==> config.mk <==
export PLATFORM = sky130hd
export DESIGN_NAME = dds_top
export DESIGN_NICKNAME = d
export VERILOG_FILES = /design/src/rtl/dds_top.sv
export SDC_FILE = /design/constraint.sdc
export NUM_CORES = 1
export LEC_CHECK = 0
export CAP_MARGIN = 30
export CORE_UTILIZATION = 30
export CTS_BUF_LIST = sky130_fd_sc_hd__clkbuf_8
export DETAILED_ROUTE_END_ITERATION = 10
export GPL_TIMING_DRIVEN = 1
export PLACE_DENSITY_LB_ADDON = 0.25
export RECOVER_POWER = 100
export SYNTH_ARGS = -nofsm -noshare
export SYNTH_HDL_FRONTEND = slang
export SYNTH_SLANG_ARGS = --single-unit
==> constraint.sdc <==
create_clock -name clk -period 8.5 [get_ports clk]
set_input_delay 1.7 -clock clk [delete_from_list [all_inputs] [get_ports clk]]
set_output_delay 1.7 -clock clk [all_outputs]
set_load 0.1 [all_outputs]
==> src/rtl/dds_top.sv <==
// DDS core: tuning-word phase accumulator driving a selectable waveform generator
// (sine, square, saw, triangle, reverse saw). Define DDS_PHASE_OFFSET_EN to add phase_off.

module dds_wave #(
  parameter int n = 14,
  parameter int m = 12
) (
  input  logic [n-1:0] p_i,
  input  logic [2:0]   sel_i,
  output logic [m-1:0] wave_o
);
  localparam int SH = 2*n - 4 - (m - 1);
  localparam logic [2*n-3:0] AMP_MAX = (2*n-2)'((1 << (m-1)) - 1);
  localparam logic [m-1:0]   MID     = {1'b1, {(m-1){1'b0}}};

  logic         h;
  logic [n-2:0] x, xc;
  logic [2*n-3:0] y, ysh;
  logic [m-2:0] amp;
  logic [m-1:0] sine, tri_t;

  assign h  = p_i[n-1];
  assign x  = p_i[n-2:0];
  // 2^(n-1)-1-x is just the bitwise complement of x in n-1 bits
  assign xc = ~x;
  assign y  = {{(n-1){1'b0}}, x} * {{(n-1){1'b0}}, xc};
  assign ysh = y >> SH;
  assign amp = (ysh > AMP_MAX) ? AMP_MAX[m-2:0] : ysh[m-2:0];
  assign sine  = h ? (MID - {1'b0, amp}) : (MID + {1'b0, amp});
  assign tri_t = p_i[n-2 -: m];

  always_comb begin
    wave_o = MID;
    case (sel_i)
      3'b000:  wave_o = sine;
      3'b001:  wave_o = h ? '0 : '1;
      3'b010:  wave_o = p_i[n-1 -: m];
      3'b011:  wave_o = h ? ~tri_t : tri_t;
      3'b100:  wave_o = ~p_i[n-1 -: m];
      default: wave_o = MID;
    endcase
  end
endmodule

module dds_top #(
  parameter int tune = 16,
  parameter int n    = 14,
  parameter int m    = 12
) (
  input  logic            clk,
  input  logic            rst,
  input  logic [tune-1:0] tuningW,
  input  logic [2:0]      sel,
`ifdef DDS_PHASE_OFFSET_EN
  input  logic [n-1:0]    phase_off,
`endif
  output logic [m-1:0]    OUT
);
  logic [tune-1:0] acc_q, acc_d;
  logic [m-1:0]    out_q, out_d;
  logic [n-1:0]    phase;

`ifdef DDS_PHASE_OFFSET_EN
  assign phase = acc_q[tune-1 -: n] + phase_off;
`else
  assign phase = acc_q[tune-1 -: n];
`endif

  // Sample is formed from the pre-edge phase, so OUT trails acc by one cycle.
  dds_wave #(.n(n), .m(m)) u_wave (
    .p_i    (phase),
    .sel_i  (sel),
    .wave_o (out_d)
  );

  assign acc_d = acc_q + tuningW;

  always_ff @(posedge clk or posedge rst) begin
    if (rst) begin
      acc_q <= '0;
      out_q <= '0;
    end else begin
      acc_q <= acc_d;
      out_q <= out_d;
    end
  end

  assign OUT = out_q;
endmodule

After elaboration in Yosys (flattened, before gate mapping)
Index checks and enable logic that the tools add are counted.

word-level totals
  register bits after elaboration = 28
  output and inout port bits = 12

cells by class
  add/sub/neg operators = 3
  $mul = 1
  magnitude comparators = 1
  equality and inequality tests = 4
  multiplexer cells = 5
  bitwise operators = 3
  reductions and logical operators = 1

operators with widths
  cell                      count
  $pmux W12 S5              1
  $mux W12                  3
  $mul A13 B13 Y26          1
  $not A12 Y12              2
  $add A16 B16 Y16          1
  $gt A13 B11 Y1 const B    1
  $not A13 Y13              1
  $add A12 B11 Y12 const A  1
  $sub A12 B11 Y12 const A  1
  $mux W11                  1
  $eq A3 B2 Y1 const B      2
  $eq A3 B1 Y1 const B      1
  $eq A3 B3 Y1 const B      1
  $logic_not A3 Y1          1

Longest topological paths before layout
Gate-level depths: netlist of run 1.

  depth in word-level cells = 7
  mapped depth = 30

By module
From an unflattened synthesis of run 1, not the netlist that was laid out.

second synthesis, totals
  cell total of the unflattened synthesis = 953
  area total of the unflattened synthesis = 7873.8 um^2

modules (own cells, without submodules)
  module    instances  cells an instance  area an instance (um^2)  seq. area each (um^2)
  dds_wave  1          823                6423.7                   0.0
  dds_top   1          130                1450.1                   700.7

Worst setup path before layout of run 1
No wires, ideal clock.

  path type = register -> register
  from = register acc_q[8]
  to = register out_q[10] (netlist: OUT[10])
  library setup time = 0.095 ns
  data arrival time = 6.917 ns
  required time = 8.405 ns
  path slack = 1.488 ns
  stages on the path, launching flop included = 28
  period minus slack after synthesis = 7.012 ns
  path through = dfrtp_1 -> clkbuf_1 -> inv_1 -> clkbuf_1 -> nand2_1 -> fa_1 -> inv_1 -> fa_1 -> fa_1 -> fa_1 -> inv_1 -> fa_1 -> inv_1 -> ha_1 -> nor3_1 -> o21ai_0 -> a211o_1 -> o221a_4 -> xnor2_2 -> nand3_4 -> buf_2 -> nor2_1 -> ha_1 -> o221a_2 -> nand3_1 -> a211oi_1 -> mux2_1 -> o31ai_1

on the way
  cells in the longest elaborated chain, start to end = 7

ends and longest elaborated chain
  element                                                      RTL line  RTL
  start, declared                                              59        logic [tune-1:0] acc_q, acc_d;
  start signal, assigned                                       80        acc_q <= '0;
  start signal, assigned                                       83        acc_q <= acc_d;
  $not A13 Y13                                                 25        assign xc = ~x;
  $mul A13 B13 Y26 *                                           26        assign y = {{(n-1){1'b0}}, x} * {{(n-1){1'b0}}, xc};
  $gt A13 B11 Y1                                               28        assign amp = (ysh > AMP_MAX) ? AMP_MAX[m-2:0] : ysh[m-2:0];
  $mux W11 *                                                   28
  $add A12 B11 Y12 / $sub A12 B11 Y12 (equally long branches)  29        assign sine = h ? (MID - {1'b0, amp}) : (MID + {1'b0, amp});
  $mux W12 *                                                   29
  $pmux W12 S5 *                                               34        case (sel_i)
  via out_d[10]                                                60        logic [m-1:0] out_q, out_d;
  end signal, assigned                                         84        out_q <= out_d;
  end, declared                                                60

The timed path passes the listed nets; every way through them passes the cells marked *.

Worst setup path in the final report of run 1
  from = register acc_q[7]
  to = register out_q[10] (netlist: OUT[10])

The elaborated chain is that of the path after synthesis.

==> out/results.txt, run 1 <==
Maximum buffer depth of the clock tree: 2
Final non-filler cell area: 0.00851 mm^2
Starting utilization of the core area: 30.7%
Post-synthesis instance area: 0.00778 mm^2
Cell count after synthesis: 944
Class of the tightest hold or removal check: reg2reg
Synthesis-to-layout area growth: 9.34%
Final Hold Fails: 0
Max transition margin: -6.81%
Layout Skew: 0.0152 ns
Slack of the critical path: 0.636 ns
Async S/R FF share, synth: 100%
Number of nets in the final layout: 1,190
CTS tree: yes
Remaining global-route overflow: 0
Via count of the first global-routing pass: 6,427
Fraction of final layout cells sized beyond drive strength 1: 4.40%
Average routed wire per standard cell: 15.4 um
Count of pins on the block boundary: 33
Slew @ Worst Pin: 1.60 ns
Violations in the final reports: max-capacitance violations, max-slew violations
Dpl ws: 0.796 ns
Portion of the clock cycle consumed by the worst path in the final layout: 92.5%
Cell type with the highest aggregate area in the netlist: sky130_fd_sc_hd__fa_1
Width of the die: 163 um
Gp weighted congestion: 0.795
H-tree lvl count: 1
Number of maximum-capacitance violations: 1
Per-cell via count in the routed design: 4.87
Syn. warnings: 0
Syn_nets: 1,179
Pin count of the biggest net entering global routing: 30
Result of the run: finished, violations left
RSZ-0062 raised after global routing: false
Fraction of the core area covered by cells at the end of the flow: 33.6%
Rows: 58
DIE HEIGHT: 163 um
Peak clock frequency supported by timing: 127 MHz
Register bit total from synthesis: 28
Core Region: 0.0253 mm^2
Number of clock buffers inserted by TritonCTS: 3
Post-route DRC: 0
Routed via count: 6,256
Initial antenna violation count: 0
Worst Setup End Kind: register
Worst path arrival time: 8.08 ns
Detailed Route WL: 19,800 um
Routed Antenna Nets: 0
Wire length of the first global-routing pass: 33,400 um
Worst-path fanout max: 18
Detailed-router iteration count before antenna repair: 5
Final number of max-transition violations: 29
Number of setup violations in the final report: 0
Clock input transition at the sequential cells of the worst setup and hold paths: 0.12 ns
Half-perimeter wire length of the detailed placement result: 15,700 um
Number of fill cells in the layout: 2,688
CP startpoint kind: register
Mean area per synthesized cell: 8.24 um^2
Prevailing post-synth register cell: sky130_fd_sc_hd__dfrtp_1
Setup TNS Final: 0 ns
Ranking of synthesized cells by area: sky130_fd_sc_hd__fa_1, sky130_fd_sc_hd__ha_1, sky130_fd_sc_hd__dfrtp_1
Count of distinct cell types in the synthesized netlist: 76
Global Route Usage Sum: 15.9%
Post-synthesis sequential area ratio: 9.00%
PortBufs: 32
Crit Path Category: reg2reg
Post-detailed-placement cell area: 0.00847 mm^2
Shortest clock period the worst path allows after layout: 7.86 ns
Area share of the largest cell type after synthesis: 27.5%
Data required time of the critical path: 8.71 ns
Number of enable-type register cells in the synthesized netlist: 0
Total die area: 0.0266 mm^2
Post-cts repair resize count: 0
Later-pin clock latency in the skew report: 0.31 ns
Total of hold buffers inserted after clock tree synthesis: 0
Antenna diode instance count: 0
Number of clock sinks: 28
Number of DRC markers in iteration 0: 350
Clock tree root driver cell: sky130_fd_sc_hd__clkbuf_8
Post-CTS setup buffer count: 0
## final timing paths
check | startpoint | endpoint | slack (ns) | cells past startpoint
worst max-delay path | acc_q[7] | OUT[10] | 0.64 | 26
worst min-delay path | acc_q[0] | acc_q[0] | 0.48 | 1
worst max register to register | acc_q[7] | OUT[10] | 0.64 | 26
worst min register to register | acc_q[0] | acc_q[0] | 0.48 | 1
max in group asynchronous | rst | acc_q[7] | 5.19 | 3
min in group asynchronous | rst | acc_q[10] | 2.37 | 3
## worst max-delay path: stages, from the launching register on
cell                       delay [ns]
sky130_fd_sc_hd__dfrtp_1         0.62
sky130_fd_sc_hd__clkinv_1        0.61
sky130_fd_sc_hd__ha_1            0.51
sky130_fd_sc_hd__inv_1           0.04
sky130_fd_sc_hd__ha_1            0.16
sky130_fd_sc_hd__a21oi_1         0.16
sky130_fd_sc_hd__fa_1            0.43
sky130_fd_sc_hd__inv_1           0.07
sky130_fd_sc_hd__fa_1            0.44
sky130_fd_sc_hd__fa_1            0.54
sky130_fd_sc_hd__inv_1           0.05
sky130_fd_sc_hd__fa_1            0.53
sky130_fd_sc_hd__inv_1           0.04
sky130_fd_sc_hd__ha_1            0.38
sky130_fd_sc_hd__a211oi_2        0.36
sky130_fd_sc_hd__a31oi_1         0.19
sky130_fd_sc_hd__a211o_1         0.33
sky130_fd_sc_hd__o221a_4         0.22
sky130_fd_sc_hd__xnor2_1         0.26
sky130_fd_sc_hd__nand3_4         0.23
sky130_fd_sc_hd__nor2_1          0.20
sky130_fd_sc_hd__ha_1            0.21
sky130_fd_sc_hd__o221a_2         0.22
sky130_fd_sc_hd__nand3_1         0.11
sky130_fd_sc_hd__a211oi_1        0.28
sky130_fd_sc_hd__mux2_1          0.36
sky130_fd_sc_hd__o31ai_1         0.23
## metal layers
| layer | vias up | wire [um] | GRT usage [%] |
|---|---|---|---|
| met3 | 21 | 870 | 1.80 |
| met4 | 0 | 337 | 2.89 |
| met5 | - | 0 | 0 |
| li1 | 3038 | - | - |
| met2 | 126 | 9240 | 27.4 |
| met1 | 3071 | 9390 | 21.5 |
## cells in the mapped netlist (all sizes together), types with 3 or more instances
library cell / count
o211ai: 5
a211o: 3
clkbuf: 30
a211oi: 5
nand2b: 5
a31o: 3
buf: 10
xor2: 8
nor2b: 14
and4: 5
mux2: 3
o21a: 4
o21ai: 26
nand3: 15
xnor2: 24
fa: 107
and3: 10
a21boi: 3
nand2: 90
inv: 186
a22oi: 6
ha: 107
o22ai: 6
o31ai: 7
or3: 6
a21oi: 23
o31a: 3
nand4: 3
dfrtp: 28
nor2: 106
a31oi: 10
clkinv: 6
nor3: 21
a21o: 11
and2: 12
or2: 4
## cell type report
class | instances | area (um^2) | area share, %
well taps | 330 | 413 | 4.85
inverters | 192 | 721 | 8.47
repair buffers | 46 | 429 | 5.04
clock inverters | 1 | 30.0 | 0.353
multi-input cells | 684 | 6170 | 72.6
clock buffers | 3 | 41.3 | 0.485
flip-flops and latches | 28 | 701 | 8.24
## flip-flops by register name (all words and copies together), names as in the netlist
| name | cells |
|---|---|
| OUT | 12 |
| acc_q | 16 |
## logic make-up (layout without fill, tap and decap cells)
logic type	count (synthesis)	count (layout)	share of synthesized area [%]
muxes	4	4	0.563
and+or+nand+nor	299	299	18.0
DFF	28	28	9.00
adders and majority gates	214	214	44.7
buffers and inverters	232	242	11.3
xor gates and xnor gates	32	32	3.70
AOI/OAI and AO/OA	135	135	12.7
## cell usage in the layout (no fill, tap or decap), drive strengths merged, types with 5 or more instances in the layout
cell / n
buf: 13
a31oi: 10
o31ai: 7
nor2b: 14
and2: 12
a21oi: 23
fa: 107
a21o: 11
and3: 10
clkinv: 6
nand2: 90
or3: 6
o21ai: 26
inv: 186
nand3: 15
nand2b: 5
a211oi: 5
clkdlybuf4s50: 18
o22ai: 6
o211ai: 5
xor2: 8
xnor2: 24
dlygate4sd3: 14
a22oi: 6
dfrtp: 28
ha: 107
nor2: 106
and4: 5
nor3: 21
## metrics by stage
| stage | instances | hold slack [ns] |
|---|---|---|
| CTS | 1284 | 0.483 |
| global placement | 1279 | 0.453 |
| finish | 1284 | 0.479 |
| detailed placement | 1280 | 0.460 |
| floorplan | 944 | 0.443 |
| global route | 1284 | 0.493 |
Power of run 1 is not shown: default switching activity piles up to over one toggle a cycle in this logic, so the estimate is an artifact.
==> run 2, diff against run 1 <==
--- a/config.mk
+++ b/config.mk
@@ -10,7 +10,7 @@
 export CTS_BUF_LIST = sky130_fd_sc_hd__clkbuf_8
 export DETAILED_ROUTE_END_ITERATION = 10
 export GPL_TIMING_DRIVEN = 1
-export PLACE_DENSITY_LB_ADDON = 0.25
+export PLACE_DENSITY_LB_ADDON = 0.05
 export RECOVER_POWER = 100
 export SYNTH_ARGS = -nofsm -noshare
 export SYNTH_HDL_FRONTEND = slang
==> constraint.sdc (replaced) <==
create_clock -name clk -period 8.5 [get_ports clk]
set_input_delay 1.7 -clock clk [delete_from_list [all_inputs] [get_ports clk]]
set_output_delay 1.7 -clock clk [all_outputs]
set_load 0.005 [all_outputs]
==> run 2 against run 1 <==
- utilization barely moved
- critical path depth fell by 5
- flip-flop and latch count did not move
- the run still ends with max-capacitance violations, max-slew violations left
- die area did not move
- non-clock buffer count rose by 5
- register-to-register slack improved by 0.32 ns
- first-iteration DRC count fell by 14%
==> out/results.txt, run 2 (synthesized netlist as in run 1, its figures left out) <==
CP startpoint kind: register (unchanged)
Later-pin clock latency in the skew report: 0.30 ns (was 0.31 ns)
Clock input transition at the sequential cells of the worst setup and hold paths: 0.11 ns (was 0.12 ns)
Initial antenna violation count: 0 (unchanged)
Number of DRC markers in iteration 0: 300 (was 350)
Average routed wire per standard cell: 17.3 um (was 15.4 um)
Violations in the final reports: max-capacitance violations, max-slew violations (unchanged)
Hold Crit Start: acc_q[0] (unchanged)
Antenna diode instance count: 0 (unchanged)
Post-cts repair resize count: 0 (unchanged)
Final number of max-transition violations: 29 (unchanged)
Detailed-router iteration count before antenna repair: 5 (unchanged)
Number of nets in the final layout: 1,195 (was 1,190)
Layout Skew: 0.00929 ns (was 0.0152 ns)
Peak clock frequency supported by timing: 132 MHz (was 127 MHz)
Routed Antenna Nets: 0 (unchanged)
Worst hold slack: 0.479 ns (about the same)
Routed via count: 6,256 (unchanged)
Post-detailed-placement cell area: 0.00850 mm^2 (was 0.00847 mm^2)
Setup TNS Final: 0 ns (unchanged)
DIE HEIGHT: 163 um (unchanged)
Most common cell after layout, fill and taps aside: sky130_fd_sc_hd__inv_1 (unchanged)
Final non-filler cell area: 0.00851 mm^2 (about the same)
Largest Register: acc_q (unchanged)
Worst path arrival time: 7.74 ns (was 8.08 ns)
Worst-path fanout max: 17 (was 18)
Post-route DRC: 0 (unchanged)
PortBufs: 32 (unchanged)
Capturing element of the worst setup path: OUT[9] (was OUT[10])
Class of the tightest hold or removal check: reg2reg (unchanged)
Instance count after placement with tap cells included: 1,285 (was 1,280)
Number of clock sinks: 28 (unchanged)
Cell chain of the critical path: inv_1 -> nor2_1 -> fa_1 -> inv_1 -> fa_1 -> inv_1 -> fa_1 -> fa_1 -> inv_1 -> fa_1 -> inv_1 -> ha_1 -> o21ai_0 -> nand2b_1 -> a31o_1 -> a2111oi_0 -> o22ai_1 -> or3_1 -> o41ai_1 -> xnor2_1 -> o21ai_1
Total die area: 0.0266 mm^2 (unchanged)
Count of pins on the block boundary: 33 (unchanged)
Slew @ Worst Pin: 1.71 ns (was 1.60 ns)
Gp weighted congestion: 0.808 (was 0.795)
Capture instance of the worst register-to-register path: OUT[9] (was OUT[10])
Total of hold buffers inserted after clock tree synthesis: 0 (unchanged)
Remaining global-route overflow: 0 (unchanged)
Starting utilization of the core area: 30.7% (unchanged)
Post-CTS setup buffer count: 0 (unchanged)
Via count of the first global-routing pass: 6,647 (was 6,427)
Number of maximum-capacitance violations: 1 (unchanged)
Data required time of the critical path: 8.69 ns (was 8.71 ns)
Max transition margin: -14.2% (was -6.81%)
Number of clock buffers inserted by TritonCTS: 3 (unchanged)
Number of fill cells in the layout: 2,765 (was 2,688)
Most used cells in the layout excluding fill and tap cells: sky130_fd_sc_hd__inv_1, sky130_fd_sc_hd__fa_1, sky130_fd_sc_hd__ha_1, sky130_fd_sc_hd__nor2_1, sky130_fd_sc_hd__nand2_1 (unchanged)
Delay of the slowest cell on the worst path: 1.08 ns (was 0.62 ns)
Worst R2R Setup Slack: 0.95 ns (was 0.64 ns)
Result of the run: finished, violations left (unchanged)
Clock tree root driver cell: sky130_fd_sc_hd__clkbuf_8 (unchanged)
FF+latch area: 701 um^2 (unchanged)
Shortest clock period the worst path allows after layout: 7.55 ns (was 7.86 ns)
Launching instance or port of the critical path: acc_q[8] (was acc_q[7])
Half-perimeter wire length of the detailed placement result: 17,700 um (was 15,700 um)
Detailed Route WL: 22,300 um (was 19,800 um)
Final Hold Fails: 0 (unchanged)
Global Route Usage Sum: 18.1% (was 15.9%)
Worst Setup End Kind: register (unchanged)
Per-cell via count in the routed design: 4.85 (was 4.87)
Synthesis-to-layout area growth: 9.42% (was 9.34%)
Area of the multi-input gates: 0.00615 mm^2 (was 0.00617 mm^2)
Fraction of final layout cells sized beyond drive strength 1: 4.69% (was 4.40%)
RSZ-0062 raised after global routing: false (unchanged)
Width of the die: 163 um (unchanged)
Pin count of the biggest net entering global routing: 32 (was 30)
CTS tree: yes (unchanged)
Portion of the clock cycle consumed by the worst path in the final layout: 88.8% (was 92.5%)
Rows: 58 (unchanged)
Critical-path cell with the highest stage delay: sky130_fd_sc_hd__a2111oi_0 (was sky130_fd_sc_hd__dfrtp_1)
Number of non-filler instances in the completed layout: 1,289 (was 1,284)
H-tree lvl count: 1 (unchanged)
Wire length of the first global-routing pass: 37,000 um (was 33,400 um)
Maximum buffer depth of the clock tree: 2 (unchanged)
Core Region: 0.0253 mm^2 (unchanged)
Flip-flop count of the largest register, all copies and words added: 16 (unchanged)
Number of setup violations in the final report: 0 (unchanged)
Depth of the worst register-to-register path: 21 (was 26)
Crit Path Category: reg2reg (unchanged)
Reg2reg start: acc_q[8] (was acc_q[7])
## run 2: critical path, delay by kind of cell, from the launching register on
kind                     cells  cell delay [ns]
flip-flops                   1             0.39
XOR/XNOR                     1             0.20
AO/OA/AOI/OAI                6             2.37
adder cells (fa/ha/maj)      6             2.85
AND/OR/NAND/NOR              3             0.92
buffers and inverters        5             0.68
## run 2: metrics by stage
step,setup slack [ns],util (%)
floorplan,1.49,-
finish,0.952,33.6
global route,0.482,33.6
detailed placement,1.08,33.5
global placement,1.20,33.5
CTS,1.06,33.8
## run 2: worst min-delay path by stage
| stage | endpoint | slack [ns] | depth (start not counted) |
|---|---|---|---|
| 5_1_grt | acc_q[0] | 0.50 | 1 |
| 3_5_place_dp | acc_q[0] | 0.46 | 1 |
| 4_1_cts | acc_q[0] | 0.49 | 1 |
| 6_report | acc_q[0] | 0.48 | 1 |
| 2_1_floorplan | acc_q[0] | 0.44 | 1 |
| 3_3_place_gp | acc_q[0] | 0.46 | 1 |
## run 2: layer usage
layer  track usage [%]  vias up  wire (um)
met1              24.7     3122      10600
met3             0.940       13        418
met4              2.34        0        204
li1                  -     3053          -
met2              32.1       68      11100
met5                 0        -          0
## run 2: final cells by class
class                           count  share of cell area [%]
Timing Repair Buffer               51                    5.39
Inverter                          192                    8.46
Sequential cell                    28                    8.23
Clock buffer                        3                   0.485
Multi-Input combinational cell    684                    72.2
Tap cell                          330                    4.85
Clock inverter                      1                   0.353
Power of run 2 is left out for the same reason.
